$ cat src/rtl/q2_i2c_target.sv
// q2_i2c_target: I2C target modelling an 8-bit port expander.
// Bus lines are oversampled on clk. The target matches a 7-bit address,
// latches written bytes onto port_out, and returns port_in on reads.
// SDA is open-drain: sda_pull=1 pulls the line low, 0 releases it.
//
// Handshake: none. wr_strobe is a one-clk pulse that is high in the
// same cycle that port_out first shows the new byte.
//
// Debug: dbg_state_o shows the FSM state using the state_e encoding.
module q2_i2c_target #(
   parameter logic [6:0] ADDR        = 7'h27,
   parameter int         SYNC_STAGES = 2
) (
   input  logic       clk,
   input  logic       nrst,
   input  logic       scl_in,
   input  logic       sda_in,
   output logic       sda_pull,
   input  logic [7:0] port_in,
   output logic [7:0] port_out,
   output logic       wr_strobe,
   output logic       busy,
   output logic [2:0] dbg_state_o
);

   typedef enum logic [2:0] {
      IDLE      = 3'd0,
      ADDR_S    = 3'd1,
      ADDR_ACK  = 3'd2,
      WRITE     = 3'd3,
      WRITE_ACK = 3'd4,
      READ      = 3'd5,
      READ_ACK  = 3'd6,
      IGNORE    = 3'd7
   } state_e;

   // Synchronizers and history flops. They reset to 1 (the idle bus level),
   // so no false edge is seen when reset is released.
   logic [SYNC_STAGES-1:0] scl_sync_q, sda_sync_q;
   logic                   scl_d_q, sda_d_q;
   logic                   scl_s, sda_s;
   logic                   scl_rise, scl_fall, start_det, stop_det;

   state_e     state_q, state_d;
   logic [2:0] cnt_q, cnt_d;
   logic       bit9_q, bit9_d;   // 9th-bit flag: ACK driven / master ACK seen
   logic [7:0] shift_q, shift_d;
   logic       rw_q, rw_d;
   logic       pull_q, pull_d;
   logic [7:0] port_q, port_d;
   logic       strobe_q, strobe_d;
   logic       busy_q, busy_d;

   // Shift both bus lines through the synchronizer chains and history flops.
   always_ff @(posedge clk or negedge nrst) begin
      if (!nrst) begin
         scl_sync_q <= '1;
         sda_sync_q <= '1;
         scl_d_q    <= 1'b1;
         sda_d_q    <= 1'b1;
      end else begin
         scl_sync_q <= {scl_sync_q[SYNC_STAGES-2:0], scl_in};
         sda_sync_q <= {sda_sync_q[SYNC_STAGES-2:0], sda_in};
         scl_d_q    <= scl_sync_q[SYNC_STAGES-1];
         sda_d_q    <= sda_sync_q[SYNC_STAGES-1];
      end
   end

   assign scl_s     = scl_sync_q[SYNC_STAGES-1];
   assign sda_s     = sda_sync_q[SYNC_STAGES-1];
   assign scl_rise  = scl_s & ~scl_d_q;
   assign scl_fall  = ~scl_s & scl_d_q;
   assign start_det = scl_s & ~sda_s & sda_d_q;
   assign stop_det  = scl_s & sda_s & ~sda_d_q;

   // State register and all protocol registers.
   always_ff @(posedge clk or negedge nrst) begin
      if (!nrst) begin
         state_q  <= IDLE;
         cnt_q    <= 3'd0;
         bit9_q   <= 1'b0;
         shift_q  <= 8'h00;
         rw_q     <= 1'b0;
         pull_q   <= 1'b0;
         port_q   <= 8'h00;
         strobe_q <= 1'b0;
         busy_q   <= 1'b0;
      end else begin
         state_q  <= state_d;
         cnt_q    <= cnt_d;
         bit9_q   <= bit9_d;
         shift_q  <= shift_d;
         rw_q     <= rw_d;
         pull_q   <= pull_d;
         port_q   <= port_d;
         strobe_q <= strobe_d;
         busy_q   <= busy_d;
      end
   end

   // Next-state logic. START/STOP are checked first, so they win over any
   // SCL edge that is detected in the same clk.
   always_comb begin
      state_d  = state_q;
      cnt_d    = cnt_q;
      bit9_d   = bit9_q;
      shift_d  = shift_q;
      rw_d     = rw_q;
      pull_d   = pull_q;
      port_d   = port_q;
      strobe_d = 1'b0;
      busy_d   = busy_q;

      if (state_q != IDLE && stop_det) begin
         state_d = IDLE;
         busy_d  = 1'b0;
         pull_d  = 1'b0;
         cnt_d   = 3'd0;
         bit9_d  = 1'b0;
      end else if (start_det) begin
         state_d = ADDR_S;
         busy_d  = 1'b1;
         pull_d  = 1'b0;
         cnt_d   = 3'd0;
         bit9_d  = 1'b0;
         shift_d = 8'h00;
      end else begin
         case (state_q)
            ADDR_S: begin
               if (scl_rise) begin
                  shift_d = {shift_q[6:0], sda_s};
                  if (cnt_q == 3'd7) begin
                     cnt_d   = 3'd0;
                     bit9_d  = 1'b0;
                     rw_d    = sda_s;
                     state_d = (shift_d[7:1] == ADDR) ? ADDR_ACK : IGNORE;
                  end else begin
                     cnt_d = cnt_q + 3'd1;
                  end
               end
            end
            ADDR_ACK, WRITE_ACK: begin
               if (scl_fall) begin
                  if (!bit9_q) begin
                     pull_d = 1'b1;
                     bit9_d = 1'b1;
                  end else begin
                     bit9_d = 1'b0;
                     cnt_d  = 3'd0;
                     if (state_q == ADDR_ACK && rw_q) begin
                        shift_d = port_in;
                        pull_d  = ~port_in[7];
                        state_d = READ;
                     end else begin
                        pull_d  = 1'b0;
                        state_d = WRITE;
                     end
                  end
               end
            end
            WRITE: begin
               if (scl_rise) begin
                  shift_d = {shift_q[6:0], sda_s};
                  if (cnt_q == 3'd7) begin
                     port_d   = shift_d;
                     strobe_d = 1'b1;
                     cnt_d    = 3'd0;
                     bit9_d   = 1'b0;
                     state_d  = WRITE_ACK;
                  end else begin
                     cnt_d = cnt_q + 3'd1;
                  end
               end
            end
            READ: begin
               if (scl_fall) begin
                  if (cnt_q == 3'd7) begin
                     pull_d  = 1'b0;
                     cnt_d   = 3'd0;
                     bit9_d  = 1'b0;
                     state_d = READ_ACK;
                  end else begin
                     shift_d = {shift_q[6:0], 1'b0};
                     pull_d  = ~shift_d[7];
                     cnt_d   = cnt_q + 3'd1;
                  end
               end
            end
            READ_ACK: begin
               if (scl_rise) begin
                  if (!sda_s) begin
                     bit9_d = 1'b1;
                  end else begin
                     bit9_d  = 1'b0;
                     state_d = IGNORE;
                  end
               end else if (scl_fall && bit9_q) begin
                  bit9_d  = 1'b0;
                  cnt_d   = 3'd0;
                  shift_d = port_in;
                  pull_d  = ~port_in[7];
                  state_d = READ;
               end
            end
            IGNORE: begin
               pull_d = 1'b0;
            end
            default: begin
            end
         endcase
      end
   end

   assign sda_pull    = pull_q;
   assign port_out    = port_q;
   assign wr_strobe   = strobe_q;
   assign busy        = busy_q;
   assign dbg_state_o = state_q;

endmodule

$ cat config.mk
export PLATFORM = sky130hd
export DESIGN_NAME = q2_i2c_target
export DESIGN_NICKNAME = d
export VERILOG_FILES = /design/src/rtl/q2_i2c_target.sv
export SDC_FILE = /design/constraint.sdc
export NUM_CORES = 1
export LEC_CHECK = 0
export ABC_AREA = 1
export BUFFER_PORTS_ARGS = -buffer_cell sky130_fd_sc_hd__buf_4
export CAP_MARGIN = 0
export CORE_UTILIZATION = 45
export DETAILED_ROUTE_END_ITERATION = 6
export PLACE_DENSITY = 0.74
export RECOVER_POWER = 25
export SYNTH_ARGS = -nofsm -noshare
export SYNTH_HDL_FRONTEND = slang
export SYNTH_SLANG_ARGS = --single-unit
$ cat constraint.sdc
create_clock -name clk -period 2.9 [get_ports clk]
set_clock_uncertainty 0.1 [all_clocks]
set_input_delay 0.29 -clock clk [delete_from_list [all_inputs] [get_ports clk]]
set_output_delay 0.29 -clock clk [all_outputs]
set_load 0.03 [all_outputs]
==> metrics.md, run 1 <==
| Metric | Value |
|---|---|
| Status | complete, but fails checks |
| Failing checks | capacitance limit, slew limit |
| Rows | 23 |
| Share of cells above drive strength 1 | 0.208 |
| Iter 0 DRT Violations | ~120 |
| Relative slew slack | -0.117 |
| Total number of vias | 1733 |
| R2R depth | 6 |
| Fmax | 478 MHz |
| Antenna Cells | 0 |
| RSZ-0062 raised after global routing | false |
| GPL Wtd Cong | roughly 0.94 |
| Avg Vias per Cell | ~5.1 |
| Worst-path fanout max | 17 |
| Vias in the first global route | between 1500 and 2000 |
| Cells after synthesis | approximately 260 |
| Cell Pwr Density | between 1000 and 1500 nW/µm² |
| Crit path buf inv count | 1 |
| Root Buffer | clkbuf_8 |
| Warnings, synthesis | 0 |
| Static Leak | 1.17 nW |
| Die X | 66.6 µm |
| Grt total ovfl | 0 |
| Final Hold Viols | 0 |
| Initial Util | 0.470 |
| Core footprint | between 4000 and 5000 µm² |
| CP arrival | roughly 2.2 ns |
| Setup violations, final | 0 |
| Cell Area, Synth | 1880 µm² |
| Hold-critical path depth | 4 |
| Final TNS setup | 0 ns |
| Fillers | 382 |
| Global Route Usage Sum | 0.227 |
| Post-detail-place hpwl | 3.23 mm |
| Post CTS Setup Buffer Count | 0 |
| Max cap viols | 1 |
| Synthesized flop and latch total | 32 |
| Cell breakdown of the critical path | inv_2 > nand3_2 > nand3_1 > nor3_4 > nand2_1 > o21ai_1 |
| Tcrit/Tclk final | 0.721 |
| Layout overhead on the synthesized area | 17.9% |
| Post-Layout Cell Count | about 340 |
| Cell family with most CP delay | simple AND/OR/NAND/NOR gates |
| DRC Markers | 0 |
| Critical path depth | 6 |
| Die Area | about 4400 µm² |
| Clock Tree Buf Depth | 2 |
| Initial antenna violation count | 0 |
| Post-Route WL | 4.38 mm |
| Register area share after synthesis | 0.430 |
| Kind of end point of the critical path | flop |
| Commonest cells after routing, fill and taps aside | nand2_1, nand3_1, nor2_1, dfrtp_1, buf_4 |
| Final #Nets | around 300 |
| IO Port Bufs | 25 |
| Detail Route Antenna Nets | 0 |
| Pre-antenna DRT Iters | 4 |
| Hold WS | 0.245 ns |
| CTS Buf Count | 5 |
| Max Slew Vio Count | 33 |
| Dpl cells | ~330 |
| CP max stage delay | around 0.61 ns |
| H-tree levels | 2 |
| Hold Path Class | in2reg |
| Syn nets | between 200 and 300 |
| Largest net degree at the start of global routing | 33 |
| Die height | approximately 67 µm |
| Worst-margin pin slew | 1.68 ns |
| Clock insertion delay at the later pin of the skew report | ~0.3 ns |
| Crit Path Category | reg2reg |
| # IOs | 26 |
| Commonest non-fill, non-tap cell in the layout | nand2_1 |
| Global-route wire length before repair | about 7.4 mm |
| # clock sinks | 32 |
| Clock slew at reported path FFs | approximately 0.07 ns |
| CP Launch Type | flop |
| Routed WL per cell | 12.9 µm |
| CP required | between 3 and 4 ns |
| Peak VDD IR | 0.343 mV |
| Minimum clock period | approximately 2.1 ns |
| CTS tree | done |
| Slowest cell on the critical path | dfstp_1 |
| Syn Area/Cell | about 7.3 µm² |
| Netlist cell types | 26 |
[per-stage QoR]
| stage | worst slack [ns] | total power [W] | utilization | cell area, µm² |
|---|---|---|---|---|
| 2_1_floorplan | 1.11 | 0.00157 | - | 1880 |
| 5_1_grt | 0.467 | 0.00244 | 0.554 | 2220 |
| 4_1_cts | 0.842 | 0.00224 | 0.555 | 2220 |
| 3_5_place_dp | 0.876 | 0.00187 | 0.525 | 2100 |
| 6_report | 0.808 | 0.00223 | 0.554 | 2220 |
| 3_3_place_gp | 0.904 | 0.00186 | 0.525 | 2100 |
[per-layer routing]
metal / vias up / track usage / part of all wire
li1: 889 / - / -
met1: 771 / 0.288 / 0.44
met2: 61 / 0.369 / 0.48
met3: 12 / 0.0514 / 0.063
met4: 0 / 0.0957 / 0.021
met5: - / 0 / 0
[where the power goes]
group / switching (W) / internal [W]
Combinational: 0.000805 / 0.000389
Clock: 0.000183 / 0.000170
Sequential: 0.000125 / 0.000553
Total: 0.00111 / 0.00111
[synth_stat cells]
master,count,area [µm²]
nand3_2,6,60.1
nor3_4,1,16.3
nor3_1,3,15.0
nor2_2,3,18.8
inv_1,20,75.1
clkinv_1,2,7.51
nand3_1,38,190
nor4_1,1,6.26
buf_2,2,10.0
nand3b_1,1,7.51
buf_6,2,22.5
inv_2,5,18.8
ha_1,2,25.0
a21boi_0,1,7.51
o31ai_1,1,7.51
o211ai_1,2,15.0
nor2_4,2,22.5
dfstp_2,6,158
dfrtp_1,26,651
o21ai_1,3,15.0
o21ai_0,10,50.1
a21oi_1,9,45.0
o21ai_2,1,8.76
nand2_1,68,255
nor2_1,36,135
nand2_2,6,37.5
[registers in the layout (all words and copies together), names as in the netlist]
name and count:
bit9_q 1, busy 1, cnt_q 3, dbg_state_o 3, port_out 8, rw_q 1, scl_d_q 1, scl_sync_q 2
sda_d_q 1, sda_pull 1, sda_sync_q 2, shift_q 7, wr_strobe 1
[final cells by class]
cell class	instances	area [µm²]	share of cell area
Tap cell	50	62.6	0.0282
Clock inverter	3	23.8	0.0107
Multi-Input combinational cell	194	938	0.423
Clock buffer	5	68.8	0.0310
Timing Repair Buffer	28	214	0.0965
Inverter	27	101	0.0457
Sequential cell	32	808	0.365
[worst reg2reg max path, stage by stage, from the launching register on]
cell and delay, ns:
dfstp_1 0.61, inv_2 0.10, nand3_2 0.29, nand3_1 0.22, nor3_4 0.47, nand2_1 0.12, o21ai_1 0.11
[what timing repair did]
action / 4_1_cts / 5_1_grt
hold buffers: 3 / 0
endpoints found under the hold margin: 28 / 0
gates resized for setup: 0 / 0
[kinds of logic after synthesis]
family	share of synthesized area
fa+ha+maj	0.0133
flops	0.430
buf+inv	0.0712
simple gates	0.407
compound gates	0.0792
[final timing paths]
kind                                    start              to  slack, ns
worst max-delay path            sda_sync_q[1]     port_out[7]       0.81
worst min-delay path               port_in[7]        sda_pull       0.24
worst max register to register  sda_sync_q[1]     port_out[7]       0.81
worst min register to register  sda_sync_q[0]   sda_sync_q[1]       0.26
max in group asynchronous                nrst        cnt_q[1]       0.87
min in group asynchronous                nrst  dbg_state_o[0]       0.86
No activity file was read; power rests on OpenSTA's default activity.
==> run 2, diff against run 1 <==
Settings changed: PLACE_DENSITY 0.74 to 0.76.
Clock period 2.9 ns to 1.9 ns, I/O delays scaled along.
==> run 2 against run 1 <==
Compared with the run above: the flow now finishes without violations; first-iteration DRC count rose by 3.4%; non-clock buffer count rose by 11; wire length rose by 0.43%; register-to-register slack got worse by 0.69 ns; via count rose by 5.4%; critical path type unchanged.
==> metrics.md, run 2 (synthesized netlist as in run 1, its figures left out) <==
| Metric | Value |
|---|---|
| Crit Path Category | reg2reg |
| Final #Nets | 313 (+3.6%) |
| Hold Path Class | in2reg |
| Worst hold path startpoint | port_in[7] |
| Max cap viols | 0 (-1) |
| Clock Tree Buf Depth | 2 (unchanged) |
| Hold-critical path depth | 4 (unchanged) |
| H-tree levels | 2 (unchanged) |
| R2r endpoint | shift_q[1] |
| Global Route Usage Sum | 0.220 (-0.00677) |
| CP max stage delay | 0.40 ns (-0.21 ns) |
| Grt total ovfl | 0 (unchanged) |
| Post-Layout Cell Count | 350 (+3.2%) |
| Peak VDD IR | 0.596 mV (+74%) |
| Post-Route WL | 4.40 mm (+0.43%) |
| Iter 0 DRT Violations | 122 (+3.4%) |
| Tcrit/Tclk final | 0.939 (+0.218) |
| Crit path top cell by count | nand3_1 |
| Largest net degree at the start of global routing | 33 (unchanged) |
| Register area | 812 µm² (+0.46%) |
| Origin of the critical flop-to-flop path | cnt_q[0] |
| Relative slew slack | 0.481 (+0.598) |
| Hold Crit Endpoint | sda_pull |
| Commonest non-fill, non-tap cell in the layout | nand2_1 |
| Initial antenna violation count | 0 (unchanged) |
| # clock sinks | 32 (unchanged) |
| CP required | 2.03 ns (-0.99 ns) |
| Root Buffer | clkbuf_8 |
| Kind of end point of the critical path | flop |
| Die Area | 4440 µm² (unchanged) |
| Vias in the first global route | 1601 (-2.5%) |
| # IOs | 26 (unchanged) |
| R2R depth | 8 (+2) |
| Crit path buf inv count | 1 (unchanged) |
| Core footprint | 4000 µm² (unchanged) |
| Setup violations, final | 0 (unchanged) |
| Worst-path fanout max | 5 (-12) |
| Initial Util | 0.470 (unchanged) |
| CTS Buf Count | 5 (unchanged) |
| Max Slew Vio Count | 0 (-100%) |
| CTS tree | done |
| Post-detail-place hpwl | 3.15 mm (-2.4%) |
| Cell family with most CP delay | simple AND/OR/NAND/NOR gates |
| Footprint of the multi-input gates | 953 µm² (+1.6%) |
| GPL Wtd Cong | 0.917 (-2.0%) |
| IO Port Bufs | 25 (unchanged) |
| DRC Markers | 0 (unchanged) |
| Clock slew at reported path FFs | 0.08 ns (about the same) |
| Worst-margin pin slew | 0.778 ns (-0.897 ns) |
| Final Hold Viols | 0 (unchanged) |
| Hold WS | 0.148 ns (-0.0967 ns) |
| Slowest cell on the critical path | dfrtp_1 |
| Die height | 66.6 µm (unchanged) |
| Max FFs per register | 8 (unchanged) |
| Routed WL per cell | 12.6 µm (-2.7%) |
| Global-route wire length before repair | 7.17 mm (-3.0%) |
| Pre-antenna DRT Iters | 4 (unchanged) |
| Die X | 66.6 µm (unchanged) |
| Fmax | 560 MHz (+17%) |
| Antenna Cells | 0 (unchanged) |
| Clock insertion delay at the later pin of the skew report | 0.29 ns (about the same) |
| CP arrival | 1.92 ns (-0.29 ns) |
| Share of cells above drive strength 1 | 0.267 (+0.0591) |
| Cell breakdown of the critical path | ha_1 > ha_2 > o211ai_1 > nand3_1 > nor2_4 > buf_4 > nand3_1 > nand2_1 |
| Static Leak | 1.23 nW (+5.3%) |
| Cell Pwr Density | 1520 nW/µm² (+52%) |
| Dpl cells | 334 (+1.8%) |
| Commonest cells after routing, fill and taps aside | nand2_1, nand3_1, nor2_1, buf_4, dfrtp_1 |
| Fillers | 393 (+2.9%) |
| Total number of vias | 1826 (+5.4%) |
| Minimum clock period | 1.78 ns (-0.308 ns) |
| Layout overhead on the synthesized area | 24.2% |
| Status | finished clean |
| Reg2reg setup slack | 0.12 ns (-0.69 ns) |
| Avg Vias per Cell | 5.22 (+2.1%) |
| Detail Route Antenna Nets | 0 (unchanged) |
| CP Launch Type | flop |
| Rows | 23 (unchanged) |
## run 2: report_power, final
group | leakage (nW) | switching [W] | internal (W)
registers | 0.402 | 0.000182 | 0.000853
clock network | 0.0404 | 0.000280 | 0.000259
logic | 0.787 | 0.00128 | 0.000696
total | 1.23 | 0.00175 | 0.00181
## run 2: per-stage QoR
step	TNS [ns]	power, W	utilization	worst slack [ns]	instance area (µm²)
global placement	0	0.00285	0.539	0.0446	2160
finish	0	0.00355	0.584	0.116	2340
detailed placement	0	0.00286	0.539	0.0264	2160
global route	-0.0208	0.00389	0.584	-0.0204	2340
CTS	0	0.00342	0.570	0.0172	2280
floorplan	0	0.00240	-	0.114	1880
## run 2: routing by layer
metal | vias to the layer above | track usage | part of all wire
met5 | - | 0 | 0
met4 | 0 | 0.0798 | 0.015
met3 | 7 | 0.0462 | 0.055
met2 | 59 | 0.343 | 0.46
met1 | 843 | 0.300 | 0.47
li1 | 917 | - | -
## run 2: how the worst max path moves through the flow
| stage | startpoint | end | slack [ns] | cells after the start |
|---|---|---|---|---|
| 6_report | cnt_q[0] | shift_q[1] | 0.12 | 8 |
| 5_1_grt | cnt_q[0] | shift_q[2] | -0.02 | 8 |
| 4_1_cts | cnt_q[0] | shift_q[3] | 0.02 | 8 |
| 3_5_place_dp | cnt_q[0] | shift_q[3] | 0.03 | 8 |
| 3_3_place_gp | cnt_q[0] | shift_q[1] | 0.04 | 8 |
| 2_1_floorplan | dbg_state_o[1] | shift_q[6] | 0.11 | 10 |
## run 2: worst register-to-register path, stage by stage, from the launching register on
cell and delay (ns):
dfrtp_1 0.40, ha_1 0.21, ha_2 0.21, o211ai_1 0.17, nand3_1 0.15, nor2_4 0.19
buf_4 0.15, nand3_1 0.07, nand2_1 0.08
## run 2: area by class of cell
| cell class | instances | share of cell area |
|---|---|---|
| inverter | 27 | 0.0450 |
| multi-input combinational | 194 | 0.408 |
| clock inverter | 3 | 0.0102 |
| clock buffer | 5 | 0.0295 |
| timing repair buffer | 39 | 0.133 |
| sequential | 32 | 0.348 |
| tap | 50 | 0.0268 |
## run 2: timing repair
item / CTS / global route
hold endpoints to repair: 28 / 0
setup buffers: 0 / 5
hold buffers: 3 / 0
resized for setup: 0 / 8
setup endpoints to repair: 0 / 14
